### src/rtl/linalg_pkg.sv
// Shared definitions for the linalg stb/ack matrix streaming blocks.
package linalg_pkg;

  localparam int WORD_W = 32;

  // State set shared by the serializer family (mat_serializer, mat_deserializer).
  typedef enum logic {
    GET_MAT  = 1'b0,
    PUT_ELEM = 1'b1
  } ser_state_e;

  // Index width that never collapses to zero bits for a 1-deep dimension.
  function automatic int clog2_min1(input int v);
    return (v <= 2) ? 1 : $clog2(v);
  endfunction

endpackage

### src/rtl/mat_serializer.sv
// Accepts a whole M x N matrix in one stb/ack transfer and streams it out one
// 32-bit element per handshake, in row-major or column-major order.
module mat_serializer
  import linalg_pkg::*;
#(
  parameter int M         = 1,
  parameter int N         = 1,
  parameter int COL_MAJOR = 0,
  localparam int RW       = clog2_min1(M),
  localparam int CW       = clog2_min1(N)
) (
  input  logic                         clk,
  input  logic                         rst,
  input  logic [M-1:0][N-1:0][WORD_W-1:0] input_mat,
  input  logic                         input_mat_stb,
  output logic                         input_mat_ack,
  output logic [WORD_W-1:0]            output_elem,
  output logic [RW-1:0]                output_elem_row,
  output logic [CW-1:0]                output_elem_col,
  output logic                         output_elem_last,
  output logic                         output_elem_stb,
  input  logic                         output_elem_ack
);

  localparam logic [RW-1:0] ROW_MAX = RW'(M - 1);
  localparam logic [CW-1:0] COL_MAX = CW'(N - 1);

  ser_state_e                      state_q, state_d;
  logic [M-1:0][N-1:0][WORD_W-1:0] buf_q, buf_d;
  logic [WORD_W-1:0]               elem_q, elem_d;
  logic [RW-1:0]                   row_q, row_d;
  logic [CW-1:0]                   col_q, col_d;
  logic                            stb_q, stb_d;
  logic                            last_q, last_d;
  logic                            ack_q, ack_d;

  logic [RW-1:0]                   nrow;
  logic [CW-1:0]                   ncol;

  // Next (row,col) from the counters; the inner counter wraps at its parameter
  // bound so a 1-deep dimension never increments past its width.
  always_comb begin
    nrow = row_q;
    ncol = col_q;
    if (COL_MAJOR != 0) begin
      if (row_q == ROW_MAX) begin
        nrow = '0;
        ncol = col_q + CW'(1);
      end else begin
        nrow = row_q + RW'(1);
      end
    end else begin
      if (col_q == COL_MAX) begin
        ncol = '0;
        nrow = row_q + RW'(1);
      end else begin
        ncol = col_q + CW'(1);
      end
    end
  end

  always_comb begin
    state_d = state_q;
    buf_d   = buf_q;
    elem_d  = elem_q;
    row_d   = row_q;
    col_d   = col_q;
    stb_d   = stb_q;
    last_d  = last_q;
    ack_d   = ack_q;
    case (state_q)
      GET_MAT: begin
        ack_d = 1'b1;
        if (input_mat_stb && ack_q) begin
          buf_d   = input_mat;
          ack_d   = 1'b0;
          elem_d  = input_mat[0][0];
          row_d   = '0;
          col_d   = '0;
          stb_d   = 1'b1;
          last_d  = (M * N == 1);
          state_d = PUT_ELEM;
        end
      end
      PUT_ELEM: begin
        if (stb_q && output_elem_ack) begin
          if (last_q) begin
            stb_d   = 1'b0;
            last_d  = 1'b0;
            ack_d   = 1'b1;
            state_d = GET_MAT;
          end else begin
            row_d  = nrow;
            col_d  = ncol;
            elem_d = buf_q[nrow][ncol];
            last_d = (nrow == ROW_MAX) && (ncol == COL_MAX);
          end
        end
      end
      default: state_d = GET_MAT;
    endcase
  end

  always_ff @(posedge clk or posedge rst) begin
    if (rst) begin
      state_q <= GET_MAT;
      elem_q  <= '0;
      row_q   <= '0;
      col_q   <= '0;
      stb_q   <= 1'b0;
      last_q  <= 1'b0;
      ack_q   <= 1'b0;
    end else begin
      state_q <= state_d;
      elem_q  <= elem_d;
      row_q   <= row_d;
      col_q   <= col_d;
      stb_q   <= stb_d;
      last_q  <= last_d;
      ack_q   <= ack_d;
    end
  end

  // Buffer contents are don't-care after reset, so it carries no reset.
  always_ff @(posedge clk) begin
    buf_q <= buf_d;
  end

  assign input_mat_ack    = ack_q;
  assign output_elem      = elem_q;
  assign output_elem_row  = row_q;
  assign output_elem_col  = col_q;
  assign output_elem_last = last_q;
  assign output_elem_stb  = stb_q;

endmodule

### config.mk
export PLATFORM = sky130hd
export DESIGN_NAME = mat_serializer
export DESIGN_NICKNAME = d
export VERILOG_FILES = /design/src/rtl/linalg_pkg.sv /design/src/rtl/mat_serializer.sv
export SDC_FILE = /design/constraint.sdc
export NUM_CORES = 1
export LEC_CHECK = 0
export ABC_AREA = 1
export CAP_MARGIN = 5
export CORE_ASPECT_RATIO = 1.4
export CORE_MARGIN = 2
export CORE_UTILIZATION = 35
export DETAILED_ROUTE_END_ITERATION = 8
export HOLD_SLACK_MARGIN = 0.1
export SETUP_SLACK_MARGIN = 0.15
export SLEW_MARGIN = 20
export SYNTH_ARGS = -nofsm -noshare
export SYNTH_HDL_FRONTEND = slang
export SYNTH_SLANG_ARGS = --single-unit
### constraint.sdc
create_clock -name clk -period 2.7 [get_ports clk]
set_input_delay 0.54 -clock clk [delete_from_list [all_inputs] [get_ports clk]]
set_output_delay 0.54 -clock clk [all_outputs]
set_load 0.05 [all_outputs]
---- After elaboration in Yosys (flattened, before gate mapping) ----
Cells that the tools add are included.
cells by class
  $add $sub $neg .......................... 2
  magnitude comparators ................... 2
  equality and inequality tests ........... 4
  mux-type cells .......................... 30
  bitwise logic cells ..................... 3
  reductions and logical operators ........ 8
operator list
  operator                                                                 count
  32-bit 2-to-1 mux                                                        5
  32-bit one-hot mux with 2 select lines                                   1
  1-bit 2-to-1 mux                                                         18
  1-bit one-hot mux with 2 select lines                                    6
  2-bit AND reduction                                                      3
  3-bit AND reduction                                                      2
  2-bit by 1-bit inequality test with 1-bit output, second input constant  2
  2-bit inequality test, second input constant                             2
  1-bit logical AND                                                        3
  1-bit NOT                                                                3
  1-bit adder, second input constant                                       2
  1-bit less-than comparator, second input constant                        2
storage, ports and cells
  register bits ........................... 70
  bits of input ports ..................... 36

---- Logic depth before layout (Yosys ltp) ----
  word-level depth ........................ 8
  depth in mapped cells ................... 7
  gate-level depth less buffers ........... 6

---- Worst setup path before layout ----
Ideal clock, no wire load.
  path kind ............................... register -> register
  start ................................... register ack_q (netlist: input_mat_ack)
  end ..................................... register buf_q[0] (netlist name) (enable)
  library setup time ...................... 387 ps
  arrival ................................. 1775 ps
  required time ........................... 2313 ps
  setup slack ............................. 539 ps
  stages on the path, launching flop included .. 5
  path through ............................ dfrtp_1 nand3_1 buf_4 buf_6 inv_1
on the way
  word-level cells in the longest chain between the ends .. 2
RTL lines
  what                                  RTL line               RTL
  start, declared                       mat_serializer.sv:35   logic ack_q, ack_d;
  start signal, assigned                mat_serializer.sv:120  ack_q <= ack_d;
  1-bit logical AND                     mat_serializer.sv:74   if (input_mat_stb && ack_q) begin
  2-bit AND reduction (no source line)  -
  end signal, assigned                  mat_serializer.sv:126  buf_q <= buf_d;
  end, declared                         mat_serializer.sv:29   logic [M-1:0][N-1:0][WORD_W-1:0] buf_q, buf_d;
No other way between the ends.
A chain may end at the register's enable or synchronous reset.

---- Worst setup path after layout ----
  start ................................... register last_q (netlist: output_elem_last)
  end ..................................... output output_elem_last
RTL lines
  what                    RTL line               RTL
  start, declared         mat_serializer.sv:34   logic last_q, last_d;
  start signal, assigned  mat_serializer.sv:119  last_q <= last_d;
  end, declared           mat_serializer.sv:20   output logic output_elem_last,
No word-level cell between the ends.

==> flow_summary.ini <==
[outcome]
outcome = completed

[floorplan]
die_area_sq_um = 9020
start_util_pct = 35.7
fp.dieH_microns = 112
pin_count = 73
die_x_microns = 80.9
num_rows = 39
core_sq_um = 8100

[layout]
final_common_cell = nand2_1
drive_above_1_share_pct = 6.51
fillers = 815
fin_nets = 415
utilization_pct = 48.8
syn2layout_area_growth_pct = 36.5
multi_input_area_sq_um = 861
seq_area_sq_um = 1890
final_cell_mix = nand2_1, clkdlybuf4s50_1, dfrtp_1
diodes = 0

[sta]
rsz0062_at_grt = no
period_needed_ps = 2120
fin_skew_ps = 4.46
fin_setup_tns_ps = 0
slew_viol_final = 0
setup_viol = 0
min_period_over_period_pct = 78.4
slew_headroom_pct = 58.3
hold_violations = 0
fmax_ghz = 0.473
worst_slew_pin_slew_ps = 623

[global_routing]
grtUsageTotal_pct = 15.0
grt_max_degree = 38
first_global_vias = 2124
grt_pass1_wl_microns = 10300
overflow = 0
antenna_found_initial = 0

[critical_path]
ff2ff_setup_slack_ps = 1060
crit_family = buffers and inverters
crit_path_top_delay_cell = clkdlybuf4s50_1
crit_fanout = 5
path_buf_inv = 1
start_kind = flop
critPathLaunch = output_elem_last
worstSetupPathType = reg2out
path_depth = 1
rr_startpoint = state_q
crit_path_end_kind = primary output
worstPathArrival_ps = 1580
max_stage_delay_ps = 830
reg2reg_depth = 7
crit_end = output_elem_last
required_ps = 2160
r2r_end = output_elem[31]
crit_chain = clkdlybuf4s50_1

[yosys]
synth_fa_ha_area_share_pct = 0
ys.warnings.count = 0
synth_seq_area_share_pct = 65.2
yosys.area.top_type = edfxtp_1
ys_top_cells_by_area = edfxtp_1, dfrtp_1, nand2_1
synth_simple_gate_area_share_pct = 29.3
yosys.area.top_type_share_pct = 33.2
ys_ff_latch = 69
synth-xor-area-share_pct = 0
syn_area_per_cell_sq_um = 9.40
syn_nets = 344
ys_types = 15
synth_mux_area_share_pct = 0
netlist_area_sq_um = 2890
synth-compound-area-share_pct = 0.173
synthCells = 308
synth_top_family_by_area = simple AND/OR/NAND/NOR gates

[clocking]
htree_levels = 3
clock-sinks = 69
clk_pin_slew_ps = 50
worstSkewPairLatency_ps = 320
cts_resized = 0
clock-root-buffer = clkbuf_16
clock_path_buffers = 2
post_cts_buffers = 0
cts_tree = done
cts_buffers = 9
cts_hold_buf = 0

[power]
cellLeakagePower_nw = 1.84
irDropWorstVdd_uv = 556
report.power.total_mw = 5.24
p_int_mw = 2.96
p_per_area_nw_per_um2 = 1330
p_clk_share_pct = 20.8
combPwrFrac_pct = 47.5
netSwitchingFraction_pct = 43.6
p_seq_share_pct = 31.7
power_switching_mw = 2.29

[route]
drt-total-wl_microns = 6240
wire_per_inst_microns = 12.8
vias = 2206
drt_first_iter_violations = 102
viasPerCell = 4.54
antenna_left = 0
drc = 0
drtPass1Iterations = 4

[place]
dpl.hpwl_microns = 4150
gp_congestion = 0.787
port_buffers = 71

[hold_path]
hold_class = reg2reg

[job]
maxCapViolCount = 0
==> registers in the layout (all words and copies together) (netlist names) <==
name and count:
output_elem_row 1, output_elem_last 1, state_q 1, output_elem 32, output_elem_stb 1, input_mat_ack 1, buf_q 32
==> worst min-delay path by stage <==
stage	from	end	cells past startpoint
CTS	output_elem[26]	output_elem[26]	2
global placement	output_elem[2]	output_elem[2]	2
detailed placement	output_elem[26]	output_elem[26]	2
floorplan	buf_q[0]	output_elem[0]	4
finish	output_elem[26]	output_elem[26]	2
global route	output_elem[30]	output_elem[30]	2
==> Yosys cell counts (all sizes together) <==
cell / number
nand4: 1
nand3: 36
edfxtp: 32
conb: 1
buf: 16
nor2: 1
o21ai: 1
clkbuf: 2
nand2: 173
dfrtp: 37
inv: 8
==> layout make-up <==
class                      instances  share of cell area, %
sequential                        69                   47.8
multi-input combinational        213                   21.8
timing repair buffer              78                   19.3
clock buffer                      15                   7.03
tap                              102                   3.23
inverter                           8                  0.760
clock inverter                     1                  0.127
==> power by group through the flow <==
| stage | clock network [mW] | registers (mW) | logic [mW] |
|---|---|---|---|
| detailed placement | 0 | 1.69 | 2.52 |
| global placement | 0 | 1.68 | 2.50 |
| finish | 1.09 | 1.66 | 2.49 |
| CTS | 1.11 | 1.67 | 2.52 |
| global route | 1.16 | 1.70 | 2.72 |
| floorplan | 0 | 2.51 | 0.937 |
==> routing by layer <==
| metal | vias up | wire, microns | global-route usage [%] | share of wire (%) |
|---|---|---|---|---|
| li1 | 1123 | - | - | - |
| met5 | - | 0 | 0 | 0 |
| met2 | 53 | 3300 | 24.8 | 53 |
| met1 | 1017 | 2530 | 18.1 | 41 |
| met3 | 13 | 200 | 2.19 | 3.2 |
| met4 | 0 | 215 | 9.15 | 3.4 |
==> cells by family after synthesis <==
logic type / count (synthesis)
and+or+nand+nor: 211
DFF: 69
buffers and inverters: 26
AOI/OAI and AO/OA: 1
other: 1
==> through the flow <==
| stage | worst slack, ps | cell area, sq um | std cells | hold WS [ps] |
|---|---|---|---|---|
| after floorplan | 539 | 2890 | 308 | 511 |
| after global placement | 549 | 3670 | 470 | 491 |
| after detailed placement | 541 | 3670 | 470 | 493 |
| after CTS | 575 | 3950 | 486 | 507 |
| after global routing | 541 | 3950 | 486 | 535 |
| final | 584 | 3950 | 486 | 499 |
No activity file was read; power rests on OpenSTA's default activity.
